--- config.mk ---
export PLATFORM = sky130hd
export DESIGN_NAME = fir_mac_sequencer
export DESIGN_NICKNAME = d
export VERILOG_FILES = /design/src/rtl/fir_mac_sequencer.sv
export SDC_FILE = /design/constraint.sdc
export NUM_CORES = 1
export LEC_CHECK = 0
export BUFFER_PORTS_ARGS = -buffer_cell sky130_fd_sc_hd__buf_4
export CORE_ASPECT_RATIO = 1.4
export CORE_MARGIN = 3
export CORE_UTILIZATION = 56
export DETAILED_ROUTE_END_ITERATION = 12
export GPL_TIMING_DRIVEN = 0
export PLACE_DENSITY = 0.91
export SLEW_MARGIN = 20
export SYNTH_ARGS = -nofsm -noshare
export SYNTH_HDL_FRONTEND = slang
export SYNTH_SLANG_ARGS = --single-unit
--- constraint.sdc ---
create_clock -name iClk_12M -period 4.55 [get_ports iClk_12M]
set_input_delay 1.1375 -clock iClk_12M [delete_from_list [all_inputs] [get_ports iClk_12M]]
set_output_delay 1.1375 -clock iClk_12M [all_outputs]
set_load 0.005 [all_outputs]
--- src/rtl/fir_mac_sequencer.sv ---
// fir_mac_sequencer: round-robin coefficient loader and per-sample MAC frame
// sequencer for the symmetric-FIR datapath (bank RAMs, multipliers,
// accumulators and final cross-lane adder).
module fir_mac_sequencer #(
  parameter int unsigned P_NUM_BANK      = 2,
  parameter int unsigned P_TAPS_PER_BANK = 10,
  parameter int unsigned P_ADDR_W        = 4,
  parameter int unsigned P_COEFF_W       = 16
) (
  input  logic                            iClk_12M,
  input  logic                            iRst,
  input  logic                            iEnSample_600k,
  input  logic                            iCoeffUpdate,
  input  logic                            iCoeffValid,
  input  logic [P_COEFF_W-1:0]            iCoeffData,
  output logic [P_NUM_BANK-1:0]           oCsnRam,
  output logic [P_NUM_BANK-1:0]           oWrnRam,
  output logic [P_NUM_BANK*P_ADDR_W-1:0]  oAddrRam,
  output logic [P_NUM_BANK*P_COEFF_W-1:0] oWrDtRam,
  output logic                            oEnDelay,
  output logic                            oEnMul,
  output logic                            oEnAcc,
  output logic                            oAccClr,
  output logic                            oEnAdd,
  output logic                            oSumValid,
  output logic                            oLoadDone,
  output logic                            oLoadErr,
  output logic                            oOverrun,
  output logic [P_ADDR_W:0]               oTapCnt
);

  localparam int unsigned LP_BC_W  = (P_NUM_BANK > 1) ? $clog2(P_NUM_BANK) : 1;
  localparam int unsigned LP_CNT_W = P_ADDR_W + 1;
  localparam int unsigned LP_AW_T  = P_NUM_BANK * P_ADDR_W;
  localparam int unsigned LP_DW_T  = P_NUM_BANK * P_COEFF_W;

  typedef enum logic [2:0] {
    S_IDLE,
    S_LOAD,
    S_PAD,
    S_RUN,
    S_MAC,
    S_DRAIN,
    S_SUM
  } state_t;

  // Current registered state, counters and outputs
  state_t                r_state;
  logic [LP_BC_W-1:0]    r_bc;
  logic [LP_CNT_W-1:0]   r_ac;
  logic [P_NUM_BANK-1:0] r_csn;
  logic [P_NUM_BANK-1:0] r_wrn;
  logic [LP_AW_T-1:0]    r_addr;
  logic [LP_DW_T-1:0]    r_wrdt;
  logic                  r_en_delay;
  logic                  r_en_mac;
  logic                  r_acc_clr;
  logic                  r_en_add;
  logic                  r_sum_valid;
  logic                  r_load_done;
  logic                  r_load_err;
  logic                  r_overrun;
  logic [LP_CNT_W-1:0]   r_tap_cnt;

  // Next-cycle values
  state_t                w_state;
  logic [LP_BC_W-1:0]    w_bc;
  logic [LP_CNT_W-1:0]   w_ac;
  logic [LP_CNT_W-1:0]   w_ac_inc;
  logic [P_NUM_BANK-1:0] w_csn;
  logic [P_NUM_BANK-1:0] w_wrn;
  logic [LP_AW_T-1:0]    w_addr;
  logic [LP_DW_T-1:0]    w_wrdt;
  logic                  w_en_delay;
  logic                  w_en_mac;
  logic                  w_acc_clr;
  logic                  w_en_add;
  logic                  w_sum_valid;
  logic                  w_load_done;
  logic                  w_load_err;
  logic                  w_overrun;
  logic [LP_CNT_W-1:0]   w_tap_cnt;
  logic                  w_enter_load;

  // State register and registered outputs, synchronous reset to IDLE
  always_ff @(posedge iClk_12M) begin
    if (iRst) begin
      r_state     <= S_IDLE;
      r_bc        <= '0;
      r_ac        <= '0;
      r_csn       <= '1;
      r_wrn       <= '1;
      r_addr      <= '0;
      r_wrdt      <= '0;
      r_en_delay  <= 1'b0;
      r_en_mac    <= 1'b0;
      r_acc_clr   <= 1'b0;
      r_en_add    <= 1'b0;
      r_sum_valid <= 1'b0;
      r_load_done <= 1'b0;
      r_load_err  <= 1'b0;
      r_overrun   <= 1'b0;
      r_tap_cnt   <= '0;
    end else begin
      r_state     <= w_state;
      r_bc        <= w_bc;
      r_ac        <= w_ac;
      r_csn       <= w_csn;
      r_wrn       <= w_wrn;
      r_addr      <= w_addr;
      r_wrdt      <= w_wrdt;
      r_en_delay  <= w_en_delay;
      r_en_mac    <= w_en_mac;
      r_acc_clr   <= w_acc_clr;
      r_en_add    <= w_en_add;
      r_sum_valid <= w_sum_valid;
      r_load_done <= w_load_done;
      r_load_err  <= w_load_err;
      r_overrun   <= w_overrun;
      r_tap_cnt   <= w_tap_cnt;
    end
  end

  // Next-state and next-output logic; outputs are one cycle behind the decision
  always_comb begin
    w_state      = r_state;
    w_bc         = r_bc;
    w_ac         = r_ac;
    w_ac_inc     = r_ac + LP_CNT_W'(1);
    w_csn        = '1;
    w_wrn        = '1;
    w_addr       = r_addr;
    w_wrdt       = r_wrdt;
    w_en_delay   = 1'b0;
    // Multiply/accumulate trails each MAC address cycle by the RAM read latency
    w_en_mac     = (r_state == S_MAC);
    w_acc_clr    = (r_state == S_MAC) && (r_ac == '0);
    w_en_add     = 1'b0;
    w_sum_valid  = (r_state == S_SUM);
    w_load_done  = r_load_done;
    w_load_err   = r_load_err;
    w_overrun    = r_overrun;
    w_tap_cnt    = r_tap_cnt;
    w_enter_load = 1'b0;

    case (r_state)
      S_IDLE: begin
        if (iCoeffUpdate) begin
          w_enter_load = 1'b1;
        end
      end

      S_LOAD: begin
        if (!iCoeffUpdate) begin
          if (r_bc != '0) begin
            // Zero-fill the unused tail of the last address row in one cycle
            w_state = S_PAD;
            for (int unsigned b = 0; b < P_NUM_BANK; b++) begin
              if (LP_BC_W'(b) >= r_bc) begin
                w_csn[b] = 1'b0;
                w_wrn[b] = 1'b0;
                w_addr[b*P_ADDR_W +: P_ADDR_W]   = r_ac[P_ADDR_W-1:0];
                w_wrdt[b*P_COEFF_W +: P_COEFF_W] = '0;
              end
            end
          end else if (r_ac == '0) begin
            w_state   = S_IDLE;
            w_tap_cnt = '0;
          end else begin
            w_state     = S_RUN;
            w_tap_cnt   = r_ac;
            w_load_done = 1'b1;
          end
        end else if (iCoeffValid) begin
          if (r_ac == LP_CNT_W'(P_TAPS_PER_BANK)) begin
            w_load_err = 1'b1;
          end else begin
            for (int unsigned b = 0; b < P_NUM_BANK; b++) begin
              if (LP_BC_W'(b) == r_bc) begin
                w_csn[b] = 1'b0;
                w_wrn[b] = 1'b0;
                w_addr[b*P_ADDR_W +: P_ADDR_W]   = r_ac[P_ADDR_W-1:0];
                w_wrdt[b*P_COEFF_W +: P_COEFF_W] = iCoeffData;
              end
            end
            // Round-robin bank pointer; the address advances once per full row
            if (r_bc == LP_BC_W'(P_NUM_BANK - 1)) begin
              w_bc = '0;
              w_ac = w_ac_inc;
            end else begin
              w_bc = r_bc + LP_BC_W'(1);
            end
          end
        end
      end

      S_PAD: begin
        w_state     = S_RUN;
        w_tap_cnt   = w_ac_inc;
        w_load_done = 1'b1;
      end

      S_RUN: begin
        if (iCoeffUpdate) begin
          w_enter_load = 1'b1;
        end else if (iEnSample_600k) begin
          w_state    = S_MAC;
          w_ac       = '0;
          w_en_delay = 1'b1;
          w_csn      = '0;
          for (int unsigned b = 0; b < P_NUM_BANK; b++) begin
            w_addr[b*P_ADDR_W +: P_ADDR_W] = '0;
          end
        end
      end

      S_MAC: begin
        w_overrun = r_overrun | iEnSample_600k;
        if (w_ac_inc == r_tap_cnt) begin
          w_state = S_DRAIN;
        end else begin
          w_ac  = w_ac_inc;
          w_csn = '0;
          for (int unsigned b = 0; b < P_NUM_BANK; b++) begin
            w_addr[b*P_ADDR_W +: P_ADDR_W] = w_ac_inc[P_ADDR_W-1:0];
          end
        end
      end

      S_DRAIN: begin
        w_overrun = r_overrun | iEnSample_600k;
        w_state   = S_SUM;
        w_en_add  = 1'b1;
      end

      S_SUM: begin
        w_overrun = r_overrun | iEnSample_600k;
        w_state   = S_RUN;
      end

      default: begin
        w_state = S_IDLE;
      end
    endcase

    // Opening a load session restarts the counters and clears status
    if (w_enter_load) begin
      w_state     = S_LOAD;
      w_bc        = '0;
      w_ac        = '0;
      w_load_done = 1'b0;
      w_load_err  = 1'b0;
      w_overrun   = 1'b0;
    end
  end

  assign oCsnRam   = r_csn;
  assign oWrnRam   = r_wrn;
  assign oAddrRam  = r_addr;
  assign oWrDtRam  = r_wrdt;
  assign oEnDelay  = r_en_delay;
  assign oEnMul    = r_en_mac;
  assign oEnAcc    = r_en_mac;
  assign oAccClr   = r_acc_clr;
  assign oEnAdd    = r_en_add;
  assign oSumValid = r_sum_valid;
  assign oLoadDone = r_load_done;
  assign oLoadErr  = r_load_err;
  assign oOverrun  = r_overrun;
  assign oTapCnt   = r_tap_cnt;

endmodule

[After elaboration in Yosys (flattened, before gate mapping)]
Cells that the tools add are included.
Storage, ports and cells
  register bits: 66
  input bits: 21
  output and inout bits: 58
  logic and storage cells: 149
Cells by class
  add/sub/neg operators: 2
  $lt $le $gt $ge: 2
  eq/ne operators: 35
  mux-type cells: 61
  bitwise operators: 5
  reduce and logical (&&, ||, !) cells: 25
Operator list (number)
  $mux 32: 4
  $mux 16: 4
  $mux 8: 7
  $mux 5: 10
  $ne 3x3->1 const B: 9
  $ne 2x2->1 const B: 13
  $pmux 8 s3: 1
  $mux 2: 9
  $pmux 3 s6: 1
  $reduce_and 9->1: 2
  $mux 4: 4
  $pmux 5 s3: 1
  $mux 1: 13
  $mux 3: 4
  $reduce_and 4->1: 3
  $reduce_and 6->1: 2
  $pmux 5 s2: 1
  $reduce_and 5->1: 2
  $eq 3x3->1 const B: 3
  $reduce_and 8->1: 1
  $reduce_bool 2->1: 4
  $reduce_or 2->1: 4
  $eq 3x2->1 const B: 2
  $ne 3x1->1 const B: 2
  other kinds (18): 24

[Logic depth before layout (Yosys ltp)]
  depth in word-level cells: 6
  gate-level depth with buffers: 10
  mapped depth without buffers: 8

[Worst setup path after synthesis]
OpenSTA, ideal clock, no wires.
  kind: input -> register
  from: input iCoeffUpdate
  to: register r_addr[2], in the netlist oAddrRam[2]
  library setup time: 121 ps
  arrival time: 2437 ps
  data required time: 4429 ps
  slack: 1992 ps
  stages on the path: 6
  buffers on the path: 1
  cell sequence: clkbuf_1 nand2b_1 a21oi_2 nor3_4 nand2b_4 mux2_4
Between the ends
  word-level cells in the longest chain between the ends: 2
  elaborated cells on any way between the ends: 9
  classes of those cells: 6 x eq/ne; 2 x mux; 1 x reduce/logical
Ends and longest elaborated chain
  start: declaration: line 13  | input logic iCoeffUpdate,
  $ne 3x3->1 (no source line), or another cell as far along
  $reduce_and 9->1 (no source line) / $pmux 8 s3 (equally long branches)
  end signal: assignment: line 110  | r_addr <= w_addr;
  end: declaration: line 53  | logic [LP_AW_T-1:0] r_addr;
Several ways; a longest one is shown, not always the timed one.
A chain may end at the register's enable or synchronous reset.

[Worst setup path in the final report]
  from: register r_ac[0]
  to: register r_addr[3], in the netlist oAddrRam[3]
Between the ends
  word-level cells in the longest chain between the ends: 4
  elaborated cells on any way between the ends: 8
  classes of those cells: 1 x add/sub; 4 x eq/ne; 2 x mux; 1 x reduce/logical
Ends and longest elaborated chain
  start: declaration: line 50  | logic [LP_CNT_W-1:0] r_ac;
  start signal: assignment: line 107  | r_ac <= w_ac;
  $add 5x1->5: line 129  | w_ac_inc = r_ac + LP_CNT_W'(1);
  $eq 5x5->1: line 219  | if (w_ac_inc == r_tap_cnt) begin
  $ne 2x2->1 (no source line)
  $reduce_and 9->1 (no source line)
Several ways; a longest one is shown, not always the timed one. The select of a mux whose other input is x is not followed.

==> impl_results.md <==
- First-pass GRT wire length: 12400 µm
- # port buffers: 77
- Pins Over Slew Limit: 0
- Vias/cell: 5.67
- Vias in the first global route: 2752
- Unrepaired setup endpoints after global routing: no
- Post-synth ARST share: 0%
- Critical path capture point type: register
- FF+latch area: 1320 µm²
- Routability-driven placement congestion ratio: 0.949
- Critical path class: reg2reg
- LEAKAGE: 1.53 nW
- Layout cells sized above 1: 25.6%
- Post-route setup TNS: 0 ns
- Post-layout power: 0.00120 W
- Cell Rows: 30
- Slew of the pin with the lowest slew margin: 0.853 ns
- Layout area overhead: 28.6%
- Max-slew headroom: 41.7%
- Peak supply drop: 0.000336 V
- Fin. Hold Viols: 0
- Crit-path max cell delay: 0.51 ns
- Max Clock Freq: 363 MHz
- Vias post-DR: 2911
- CTS tree: done
- Syn_area_per_cell: 8.35 µm²
- Placed Instances: 497
- Clock sink total: 66
- Hold-fix buffers, CTS: 0
- Post-synth top area share: 44.4%
- R2R Setup Slk: 1.79 ns
- Non-Filler Instances: 513
- Final WL: 7830 µm
- Io pins: 79
- Final core utilization: 76.6%
- Final clock skew: 0.00837 ns
- H-tree depth: 3
- Mapped Cells: 356
- Setup crit start: r_ac[0]
- Synth area leaders: dfxtp_1 44%, nand2_1 8.2%, a21oi_1 6.9%
- Detail Placement HPWL: 5690 µm
- Crit path buf inv count: 1
- Worst R2R Path Depth: 8
- Crit path depth: 8
- Max_cap viols: 0
- Synth Warn #: 0
- # DRC: 0
- Synth cell types: 57
- Multi-input logic area: 1510 µm²
- Arrival @ worst endpoint: 2.99 ns
- Minimum clock period: 2.76 ns
- Critical R2R Capture: oAddrRam[3]
- Most area-hungry cell type in the Yosys netlist: dfxtp_1
- Ant. Diodes: 0
- Period utilization: 60.6%
- CP Launch Type: register
- Initial DRC Count: 229
- Synth Net Count: 380
- CTS Buf Count: 9
- Clk root buf: clkbuf_8
- CP max stage cell: dfxtp_1
- Maximum clock insertion buffer count: 2
- Initial core utilization: 59.6%
- DRT antenna net count: 0
- Worst-path clk slew: 0.08 ns
- # Post-CTS Setup Buffers: 0
- Pwr Density: 313 nW/µm²
- EDFF count, synth: 0
- Fin nets: 468
- Largest net degree at the start of global routing: 13
- Status: finished, final reports clean
- WL/cell: 15.3 µm
- GRT overflow: 0
- Yosys reg bits: 66
- Die ar.: 6230 µm²
- GRT Util Overall: 26.0%
- FF-to-FF Start: r_ac[0]
- Top_reg_cell synth: dfxtp_1
- WP data required: 4.78 ns
- Die Height: 92.2 µm
- Syn Std Cell Area: 2970 µm²
- Post-cts resize count: 0
- Core box area: 4990 µm²
- Total iterations of the first detailed-routing run: 5
- Critical path, cell by cell: inv_1, ha_1, xor2_1, nor2_1, a31oi_2, nor3_4, nand2b_4, mux2_4
- # setup viols final: 0
- Antenna violations before repair: 0
- CP top delay family: simple AND/OR/NAND/NOR gates
- Horiz. Die Dim: 67.6 µm
- Worst setup path end: oAddrRam[3]
- CP max FO: 7
- Hold/Removal Path Class: reg2reg
- Layout fillers: 368
- Clock Latency Late Sink: 0.35 ns
- Post-synthesis sequential area ratio: 44.4%
==> logic make-up after synthesis <==
family	share of synthesized area, %
mux	4.54
xor+xnor	2.36
compound gates	16.4
buf+inv	4.96
fa+ha+maj	1.26
simple gates	26.1
flops	44.4
==> final cells by class <==
type	instances	share of cell area, %
timing repair buffer	77	15.1
clock buffer	9	3.24
inverter	8	0.785
sequential	66	34.5
tap	64	2.09
buffer	25	3.07
clock inverter	7	1.80
multi-input combinational	257	39.4
==> worst register-to-register path, cell delays in order, from the launching register on <==
cell and delay, ns:
dfxtp_1 0.51, inv_1 0.18, ha_1 0.41, xor2_1 0.17
nor2_1 0.23, a31oi_2 0.19, nor3_4 0.38, nand2b_4 0.25
mux2_4 0.31
==> placed cells by master, fill, tap and decap left out, drive strengths merged, types with 6 or more instances in the layout <==
cell,synthesis,layout
mux2,6,6
clkbuf,16,25
buf,9,86
a211oi,7,7
nor2,21,21
nor2b,8,8
xnor2,6,6
mux2i,6,6
nand2,65,65
o21ai,10,10
a21oi,42,42
nand3,20,20
dfxtp,66,66
nand2b,12,12
inv,8,9
nor3,10,10
==> state kept, by name (all words and copies together), names as in the netlist <==
| register | flops |
|---|---|
| oLoadDone | 1 |
| oEnAcc | 1 |
| oAddrRam | 8 |
| r_state | 3 |
| oEnDelay | 1 |
| oWrDtRam | 32 |
| oLoadErr | 1 |
| r_bc | 1 |
| oEnAdd | 1 |
| oOverrun | 1 |
| oSumValid | 1 |
| r_ac | 5 |
| oTapCnt | 5 |
| oCsnRam | 2 |
| oWrnRam | 2 |
| oAccClr | 1 |
==> cells in the mapped netlist (3+ instances only) <==
cell,number
or3_1,3
a31oi_1,3
ha_1,3
nand3_1,20
inv_1,7
nor3b_1,3
o21ai_0,9
nand2b_1,11
buf_2,4
clkbuf_1,16
nand2_1,65
a21oi_1,41
nor2b_1,8
nor2_1,20
xnor2_1,6
nor3_1,8
a211oi_1,7
dfxtp_1,66
mux2i_1,6
==> layer usage <==
metal | share of wire, % | wire, µm | global-route usage [%]
met5 | 0 | 0 | 0
met4 | 4.1 | 323 | 14.7
met3 | 7.9 | 621 | 6.74
met2 | 49 | 3810 | 43.0
met1 | 39 | 3070 | 29.4
==> through the flow <==
stage                     hold WS [ns]  instance area (µm²)  setup slack [ns]
final                            0.453                 3820              1.79
after global routing             0.472                 3820              1.71
after CTS                        0.457                 3820              1.85
after detailed placement         0.446                 3630              1.68
after global placement           0.440                 3630              1.72
after floorplan                  0.448                 2970              1.99
==> power breakdown <==
part | switching [W] | total (W) | internal, W
combinational | 0.0000680 | 0.000118 | 0.0000504
sequential | 0.00000808 | 0.000596 | 0.000588
clock | 0.000232 | 0.000484 | 0.000252
total | 0.000308 | 0.00120 | 0.000890
==> how the worst min path moves through the flow <==
stage | startpoint | to | cells after the start
floorplan | oWrDtRam[16] | oWrDtRam[16] | 2
global placement | oWrDtRam[22] | oWrDtRam[22] | 2
detailed placement | oWrDtRam[26] | oWrDtRam[26] | 2
CTS | oWrDtRam[19] | oWrDtRam[19] | 2
global route | oWrDtRam[25] | oWrDtRam[25] | 2
finish | oWrDtRam[19] | oWrDtRam[19] | 2
No activity file was read; power rests on OpenSTA's default activity.
